File: config.mk
export PLATFORM = sky130hd
export DESIGN_NAME = spi_slave_rx_tx
export DESIGN_NICKNAME = d
export VERILOG_FILES = /design/src/rtl/spi_slave_rx_tx.sv
export SDC_FILE = /design/constraint.sdc
export NUM_CORES = 1
export LEC_CHECK = 0
export CORE_MARGIN = 8
export CORE_UTILIZATION = 51
export DETAILED_ROUTE_END_ITERATION = 12
export PLACE_DENSITY = 0.74
export SLEW_MARGIN = 30
export SYNTH_ARGS = -nofsm -noshare
export SYNTH_HDL_FRONTEND = slang
export SYNTH_SLANG_ARGS = --single-unit
File: constraint.sdc
create_clock -name pclk -period 2.7 [get_ports pclk]
set_input_delay 0.54 -clock pclk [delete_from_list [all_inputs] [get_ports pclk]]
set_output_delay 0.54 -clock pclk [all_outputs]
set_load 0.05 [all_outputs]
File: src/rtl/spi_slave_rx_tx.sv
// SPI responder working entirely in the pclk domain: oversamples ss/sclk/mosi, shifts a byte out
// on miso while assembling one from mosi, with a one-byte TX holding buffer and RX valid/overrun flags.
module spi_slave_rx_tx #(
    parameter int SYNC_STAGES = 2,
    parameter int DATA_W      = 8
) (
    input  logic              pclk,
    input  logic              preset,
    input  logic              ss,
    input  logic              sclk,
    input  logic              mosi,
    output logic              miso,
    output logic              miso_oe,
    input  logic              cpol,
    input  logic              cpha,
    input  logic              lsbfe,
    input  logic [DATA_W-1:0] tx_data,
    input  logic              tx_valid,
    output logic              tx_ready,
    output logic [DATA_W-1:0] rx_data,
    output logic              rx_valid,
    input  logic              rx_ack,
    output logic              rx_overrun,
    input  logic              ovr_clr,
    output logic              busy
);
    localparam int CNT_W = (DATA_W > 1) ? $clog2(DATA_W) : 1;

    typedef enum logic {IDLE, ACTIVE} state_t;

    logic [2:0] pin_vec;
    logic [2:0] pin_sync;
    assign pin_vec = {mosi, sclk, ss};

    // Chains clear to 0 so a select that is already low out of reset never looks like a fall;
    // ss must be seen high before a frame can start.
    generate
        for (genvar gi = 0; gi < 3; gi++) begin : g_sync
            logic [SYNC_STAGES-1:0] chain_reg;
            always_ff @(posedge pclk) begin
                if (preset)
                    chain_reg <= '0;
                else
                    chain_reg <= (chain_reg << 1) | SYNC_STAGES'(pin_vec[gi]);
            end
            assign pin_sync[gi] = chain_reg[SYNC_STAGES-1];
        end
    endgenerate

    state_t             state_reg;
    logic               ss_prev_reg, sclk_prev_reg;
    logic               cpol_reg, cpha_reg, lsbfe_reg;
    logic [CNT_W-1:0]   bit_cnt_reg, tx_idx_reg;
    logic               tx_pend_reg;
    logic [DATA_W-1:0]  tx_byte_reg, rx_asm_reg;
    logic               miso_reg, miso_oe_reg, busy_reg;
    logic [DATA_W-1:0]  rx_data_reg, tx_buf_reg;
    logic               rx_valid_reg, rx_ovr_reg, tx_full_reg;

    logic ss_fall, ss_rise, sclk_rise, sclk_fall;
    logic lead_edge, trail_edge, sample_edge, shift_edge;
    logic byte_done, load_now, tx_take;
    logic [DATA_W-1:0] load_byte, rx_byte_next;
    logic [CNT_W-1:0]  tx_idx_next;

    assign ss_fall     = ss_prev_reg & ~pin_sync[0];
    assign ss_rise     = ~ss_prev_reg & pin_sync[0];
    assign sclk_rise   = ~sclk_prev_reg & pin_sync[1];
    assign sclk_fall   = sclk_prev_reg & ~pin_sync[1];
    assign lead_edge   = cpol_reg ? sclk_fall : sclk_rise;
    assign trail_edge  = cpol_reg ? sclk_rise : sclk_fall;
    assign sample_edge = cpha_reg ? trail_edge : lead_edge;
    assign shift_edge  = cpha_reg ? lead_edge : trail_edge;

    function automatic logic [CNT_W-1:0] bit_pos(input logic lsb, input logic [CNT_W-1:0] k);
        return lsb ? k : (CNT_W'(DATA_W - 1) - k);
    endfunction

    assign byte_done   = (state_reg == ACTIVE) && !ss_rise && sample_edge &&
                         (bit_cnt_reg == CNT_W'(DATA_W - 1));
    assign load_now    = ((state_reg == IDLE) && ss_fall) || byte_done;
    assign tx_take     = load_now && tx_full_reg;
    assign load_byte   = tx_full_reg ? tx_buf_reg : '0;
    assign tx_idx_next = tx_idx_reg + CNT_W'(1);

    always_comb begin
        rx_byte_next = rx_asm_reg;
        rx_byte_next[bit_pos(lsbfe_reg, bit_cnt_reg)] = pin_sync[2];
    end

    always_ff @(posedge pclk) begin
        if (preset) begin
            state_reg     <= IDLE;
            ss_prev_reg   <= 1'b0;
            sclk_prev_reg <= 1'b0;
            cpol_reg      <= 1'b0;
            cpha_reg      <= 1'b0;
            lsbfe_reg     <= 1'b0;
            bit_cnt_reg   <= '0;
            tx_idx_reg    <= '0;
            tx_pend_reg   <= 1'b0;
            tx_byte_reg   <= '0;
            rx_asm_reg    <= '0;
            miso_reg      <= 1'b0;
            miso_oe_reg   <= 1'b0;
            busy_reg      <= 1'b0;
            rx_data_reg   <= '0;
            rx_valid_reg  <= 1'b0;
            rx_ovr_reg    <= 1'b0;
            tx_buf_reg    <= '0;
            tx_full_reg   <= 1'b0;
        end else begin
            ss_prev_reg   <= pin_sync[0];
            sclk_prev_reg <= pin_sync[1];

            // Writes are only accepted while empty, so write and consume never collide on one byte.
            if (tx_valid && !tx_full_reg) begin
                tx_buf_reg  <= tx_data;
                tx_full_reg <= 1'b1;
            end else if (tx_take) begin
                tx_full_reg <= 1'b0;
            end

            if (byte_done)
                rx_valid_reg <= 1'b1;
            else if (rx_ack)
                rx_valid_reg <= 1'b0;

            if (byte_done && rx_valid_reg && !rx_ack)
                rx_ovr_reg <= 1'b1;
            else if (ovr_clr)
                rx_ovr_reg <= 1'b0;

            if (byte_done)
                rx_data_reg <= rx_byte_next;

            case (state_reg)
                IDLE: begin
                    if (ss_fall) begin
                        state_reg   <= ACTIVE;
                        cpol_reg    <= cpol;
                        cpha_reg    <= cpha;
                        lsbfe_reg   <= lsbfe;
                        busy_reg    <= 1'b1;
                        miso_oe_reg <= 1'b1;
                        bit_cnt_reg <= '0;
                        rx_asm_reg  <= '0;
                        tx_byte_reg <= load_byte;
                        tx_idx_reg  <= '0;
                        // With cpha=1 the first shift edge re-presents bit 0 instead of advancing.
                        tx_pend_reg <= cpha;
                        miso_reg    <= load_byte[bit_pos(lsbfe, CNT_W'(0))];
                    end
                end
                ACTIVE: begin
                    if (ss_rise) begin
                        state_reg   <= IDLE;
                        miso_reg    <= 1'b0;
                        miso_oe_reg <= 1'b0;
                        busy_reg    <= 1'b0;
                        bit_cnt_reg <= '0;
                    end else begin
                        if (sample_edge) begin
                            if (byte_done) begin
                                bit_cnt_reg <= '0;
                                rx_asm_reg  <= '0;
                                tx_byte_reg <= load_byte;
                                tx_pend_reg <= 1'b1;
                            end else begin
                                bit_cnt_reg <= bit_cnt_reg + CNT_W'(1);
                                rx_asm_reg  <= rx_byte_next;
                            end
                        end
                        if (shift_edge) begin
                            if (tx_pend_reg) begin
                                tx_idx_reg  <= '0;
                                tx_pend_reg <= 1'b0;
                                miso_reg    <= tx_byte_reg[bit_pos(lsbfe_reg, CNT_W'(0))];
                            end else begin
                                tx_idx_reg  <= tx_idx_next;
                                miso_reg    <= tx_byte_reg[bit_pos(lsbfe_reg, tx_idx_next)];
                            end
                        end
                    end
                end
                default: state_reg <= IDLE;
            endcase
        end
    end

    assign miso       = miso_reg;
    assign miso_oe    = miso_oe_reg;
    assign busy       = busy_reg;
    assign tx_ready   = ~tx_full_reg;
    assign rx_data    = rx_data_reg;
    assign rx_valid   = rx_valid_reg;
    assign rx_overrun = rx_ovr_reg;
endmodule

Yosys cells after proc, flatten, opt, wreduce, memory -nomap -nowiden
Index checks and enable logic that the tools add are counted.
Storage, ports and cells
  register bits: 56
  bits of input ports: 19
  output and inout port bits: 14
  logic and storage cells: 137
Cells by class
  add/subtract/negate cells: 4
  magnitude comparators: 5
  equal/unequal tests: 9
  multiplexer cells: 61
  bitwise operators: 13
  reductions and logical operators: 24
Operator list (count)
  $mux W8: 9
  $mux W3: 11
  $pmux W8 S2: 2
  $mux W1: 28
  $lt A3 B4 Y1 const B: 4
  $pmux W3 S2: 2
  $reduce_and A2 Y1: 5
  $bmux W1 S3: 3
  $logic_and A1 B1 Y1: 9
  $bwmux W8: 1
  $ne A2 B1 Y1 const B: 4
  $pmux W1 S2: 4
  $add A3 B1 Y3 const B: 2
  $ne A3 B1 Y1 const B: 2
  $not A1 Y1: 6
  $or A2 B1 Y2: 3
  $reduce_and A3 Y1: 2
  $reduce_bool A2 Y1: 3
  $sub A3 B3 Y3 const A: 2
  $and A1 B1 Y1: 4
  $ne A2 B2 Y1 const B: 2
  $reduce_and A4 Y1: 1
  $demux W1 S3: 1
  $eq A3 B3 Y1 const B: 1
  3 further kinds: 5

Longest topological paths before layout
  word-level depth: 12
  depth in mapped cells: 7
  mapped depth without buffers: 6

Worst setup path after synthesis
OpenSTA, ideal clock, no wires.
  path type: register to register
  start: register tx_idx_reg[0]
  end: register miso_reg, in the netlist miso
  data arrival time: 1.771 ns
  data required time: 2.563 ns
  path slack: 0.792 ns
  stages on the path, launching flop included: 7
  path buffers: 0
  clock period less this slack: 1.908 ns
  path through: dfxtp_1 > ha_1 > mux4_1 > nor4bb_1 > a2111oi_2 > o41ai_1 > a221oi_2
Between the ends
  cells in the longest elaborated chain, start to end: 9
Ends and longest elaborated chain
  from (decl): line 53  | logic [CNT_W-1:0] bit_cnt_reg, tx_idx_reg;
  from (signal assigned): line 180  | tx_idx_reg <= tx_idx_next;
  $add A3 B1 Y3 *: line 84  | assign tx_idx_next = tx_idx_reg + CNT_W'(1);
  $sub A3 B3 Y3: line 76  | return lsb ? k : (CNT_W'(DATA_W - 1) - k);
  $mux W3 *: line 76
  $bmux W1 S3 *: line 181  | miso_reg <= tx_byte_reg[bit_pos(lsbfe_reg, tx_idx_next)];
  $mux W1 (implied by the code) *: line 181
  $mux W1 *: line 175  | if (tx_pend_reg) begin
  $mux W1 *: line 174  | if (shift_edge) begin
  $mux W1 *: line 156  | if (ss_rise) begin
  $pmux W1 S2 *: line 137  | case (state_reg)
  to (signal assigned): line 152  | miso_reg <= load_byte[bit_pos(lsbfe, CNT_W'(0))];
  to (signal assigned): line 178  | miso_reg <= tx_byte_reg[bit_pos(lsbfe_reg, CNT_W'(0))];
  to (signal assigned): line 181
  to (decl): line 56  | logic miso_reg, miso_oe_reg, busy_reg;
Mark *: on every way between the ends. The rest lies on a longest branch, timed or not. The select of a mux whose other input is x is not followed.
A chain may end at the register's enable or synchronous reset.

Worst setup path after layout
Same ends and word-level chain as after synthesis.

==> flow_metrics.tcl <==
set metrics [dict create \
    crit_required_ps 2880 \
    fp.coreArea_sq_um 5140 \
    dr.first_iter.drc_count 162 \
    ys_types 54 \
    busiest_layer "met2" \
    fin_cells 392 \
    hpwl_microns 4020 \
    critPathKind "reg -> reg" \
    yosysWarnings 0 \
    leakage_nw 1.20 \
    synthToLayoutAreaGrowth_pct 17.6 \
    grt_overflow 0 \
    reg2reg_to "miso" \
    vias 2168 \
    grtUsageMet2 0.223 \
    grt_usage 0.150 \
    endpoint_kind "flip-flop" \
    met1_usage 0.206 \
    syn_avg_cell_area_sq_um 9.28 \
    fp.dieW_microns 89.3 \
    dieArea_sq_um 7970 \
    yosys.area_share.simple 0.217 \
    fmax_mhz 453 \
    synth-edff-count 0 \
    dr.pass1.iters 4 \
    num_antenna_cells 0 \
    cts.sinks 56 \
    netlist_instances 295 \
    chipHeight_microns 89.3 \
    r2r_cells 6 \
    cp.arrival_ps 2390 \
    gp_congestion 0.839 \
    fin_setup_tns_ps 0 \
    port_buffers 32 \
    root_buffer "clkbuf_8" \
    period_minus_slack_ps 2210 \
    slew_viol_final 0 \
    synthFlopType "dfxtp_1" \
    synth_nets 317 \
    synth-xor-area-share 0.00959 \
    status "finished clean" \
    setup.worst_path.start "tx_idx_reg[0]" \
    grt_max_degree 33 \
    start_util 0.533 \
    fin_nets 343 \
    peakVddDrop_uv 316 \
    cap_viol_max_count 0 \
    crit_path_max_fanout 11 \
    synth_compound_area_frac 0.196 \
    ant_nets 0 \
    synth_seq_area_share 0.409 \
    worstMarginPinSlew_ps 805 \
    dp.cells 384 \
    regArea_sq_um 1120 \
    grt_pass1_vias 1999 \
    wl_per_cell_microns 14.3 \
    synth_top_family_by_area "simple AND/OR/NAND/NOR gates" \
    cts_tree "yes" \
    cts_resized 0 \
    drcViolationCount 0 \
    crit_path_end "miso" \
    async_flop_share 0 \
    fin_crit_sh 0.818 \
    ios 33 \
    postCtsHoldBufs 0 \
    rsz0062_at_grt "false" \
    multi_input_area_sq_um 1500 \
    critPathSlowestCell "mux4_1" \
    r2r_start "tx_idx_reg[0]" \
    cts_setup_buffers 0 \
    p_per_area_nw_per_um2 491 \
    final_layout_size_suffix_gt1_frac 0.0839 \
    clockBufferDepth 2 \
    cts_buffers 5 \
    fill_cells 476 \
    syn-cell-area_sq_um 2740 \
    clk_latency_ps 310 \
    reg2reg_setup_slack_ps 490 \
    synth_fa_ha_area_frac 0.0137 \
    slew_headroom 0.462 \
    wl_microns 5600 \
    use_met3 0.0349 \
    h-tree-depth 2 \
    hold_class "reg -> reg" \
    grt_pass1_wl_microns 9400 \
    finalHoldViolCount 0 \
    cp_cell_sequence "ha_1 -> mux4_1 -> nor4bb_1 -> a2111oi_2 -> o41ai_1 -> a221oi_2" \
    startpoint_type "flip-flop" \
    post_drt_via_cell_ratio 5.53 \
    synth-seq-cells 56 \
    setup_viol 0 \
    antenna_found_initial 0 \
    fin_skew_ps 6.75 \
    cpPeakStageDelay_ps 570 \
    rows 26 \
    synth_mux_area_frac 0.110 \
    clkTransAtPathRegs_ps 90 \
]
[power by group]
part,total [mW],switching (mW),internal (mW),leakage (nW)
sequential,0.860,0.0168,0.843,0.454
clock,0.587,0.259,0.327,0.0645
combinational,0.136,0.0755,0.0608,0.677
[how the worst min path moves through the flow]
| stage | start | to | slack, ps | depth (start not counted) |
|---|---|---|---|---|
| 3_5_place_dp | g_sync[2].chain_reg[0] | g_sync[2].chain_reg[1] | 430 | 1 |
| 6_report | g_sync[2].chain_reg[0] | g_sync[2].chain_reg[1] | 450 | 1 |
| 5_1_grt | g_sync[2].chain_reg[0] | g_sync[2].chain_reg[1] | 470 | 1 |
| 2_1_floorplan | g_sync[0].chain_reg[0] | g_sync[0].chain_reg[1] | 410 | 1 |
| 3_3_place_gp | g_sync[0].chain_reg[0] | g_sync[0].chain_reg[1] | 420 | 1 |
| 4_1_cts | g_sync[2].chain_reg[0] | g_sync[2].chain_reg[1] | 450 | 1 |
[metal layers]
layer | wire length, microns | part of all wire | vias to the layer above
met1 | 2880 | 0.51 | 1013
met5 | 0 | 0 | -
met2 | 2430 | 0.43 | 39
li1 | - | - | 1110
met4 | 66 | 0.012 | 0
met3 | 222 | 0.040 | 6
[synthesized netlist by cell type, drive strengths merged (2+ instances only)]
master  instances  area share
mux2i          21       0.077
buf             9       0.017
xnor2           2      0.0064
nand2          24       0.033
nor3b           2       0.011
nor3            9       0.021
nor2           33       0.048
nor4b           3      0.0096
nor4bb          3       0.011
inv            12       0.016
nor2b          15       0.034
o221a           4       0.016
a311o           2      0.0073
nor4            3      0.0069
nand3b          2      0.0055
a22o           18       0.058
or2             2      0.0055
a221oi          2       0.015
nand3           2      0.0037
ha              3       0.014
nand2b          9       0.021
mux4            2       0.019
o21ai           8       0.015
a31oi           4      0.0091
mux2            3       0.014
o22a            3      0.0096
dfxtp          56        0.41
or3             3      0.0073
clkbuf          8       0.011
a21oi          15       0.027
[cells in the final DEF, fill, tap and decap left out, drive strengths merged, types with 8 or more instances in the layout]
cell and n:
dfxtp 56, nor2 33, clkdlybuf4s50 31, nand2 24, mux2i 21, a22o 18
nor2b 15, a21oi 15, inv 12, nand2b 9, nor3 9, o21ai 8
[cells by family after synthesis]
kind of cell	after synthesis
and+or+nand+nor	110
AOI/OAI and AO/OA	68
DFF	56
buffers and inverters	29
muxes	26
xor gates and xnor gates	3
adders and majority gates	3
[stage by stage]
stage / hold WS (ps) / instance area [sq um] / total power, mW / util / setup WS [ps]
2_1_floorplan: 414 / 2740 / 0.964 / - / 792
3_3_place_gp: 419 / 3100 / 1.01 / 0.602 / 570
3_5_place_dp: 428 / 3100 / 1.02 / 0.602 / 505
4_1_cts: 449 / 3220 / 1.59 / 0.627 / 493
5_1_grt: 467 / 3220 / 1.65 / 0.627 / 402
6_report: 447 / 3220 / 1.58 / 0.627 / 491
[area by class of cell]
| class | count | area share |
|---|---|---|
| clock buffers | 7 | 0.0299 |
| inverters | 12 | 0.0140 |
| repair buffers | 36 | 0.107 |
| multi-input cells | 210 | 0.464 |
| flip-flops and latches | 56 | 0.348 |
| clock inverters | 1 | 0.00932 |
| well taps | 70 | 0.0272 |
[critical path, delay by kind of cell, from the launching register on]
kind | cells | cell delay [ps]
adder cells (fa/ha/maj) | 1 | 450
AND/OR/NAND/NOR | 1 | 350
multiplexers | 1 | 570
AO/OA/AOI/OAI | 3 | 290
flip-flops | 1 | 430
Power figures use the tool's default switching activity.
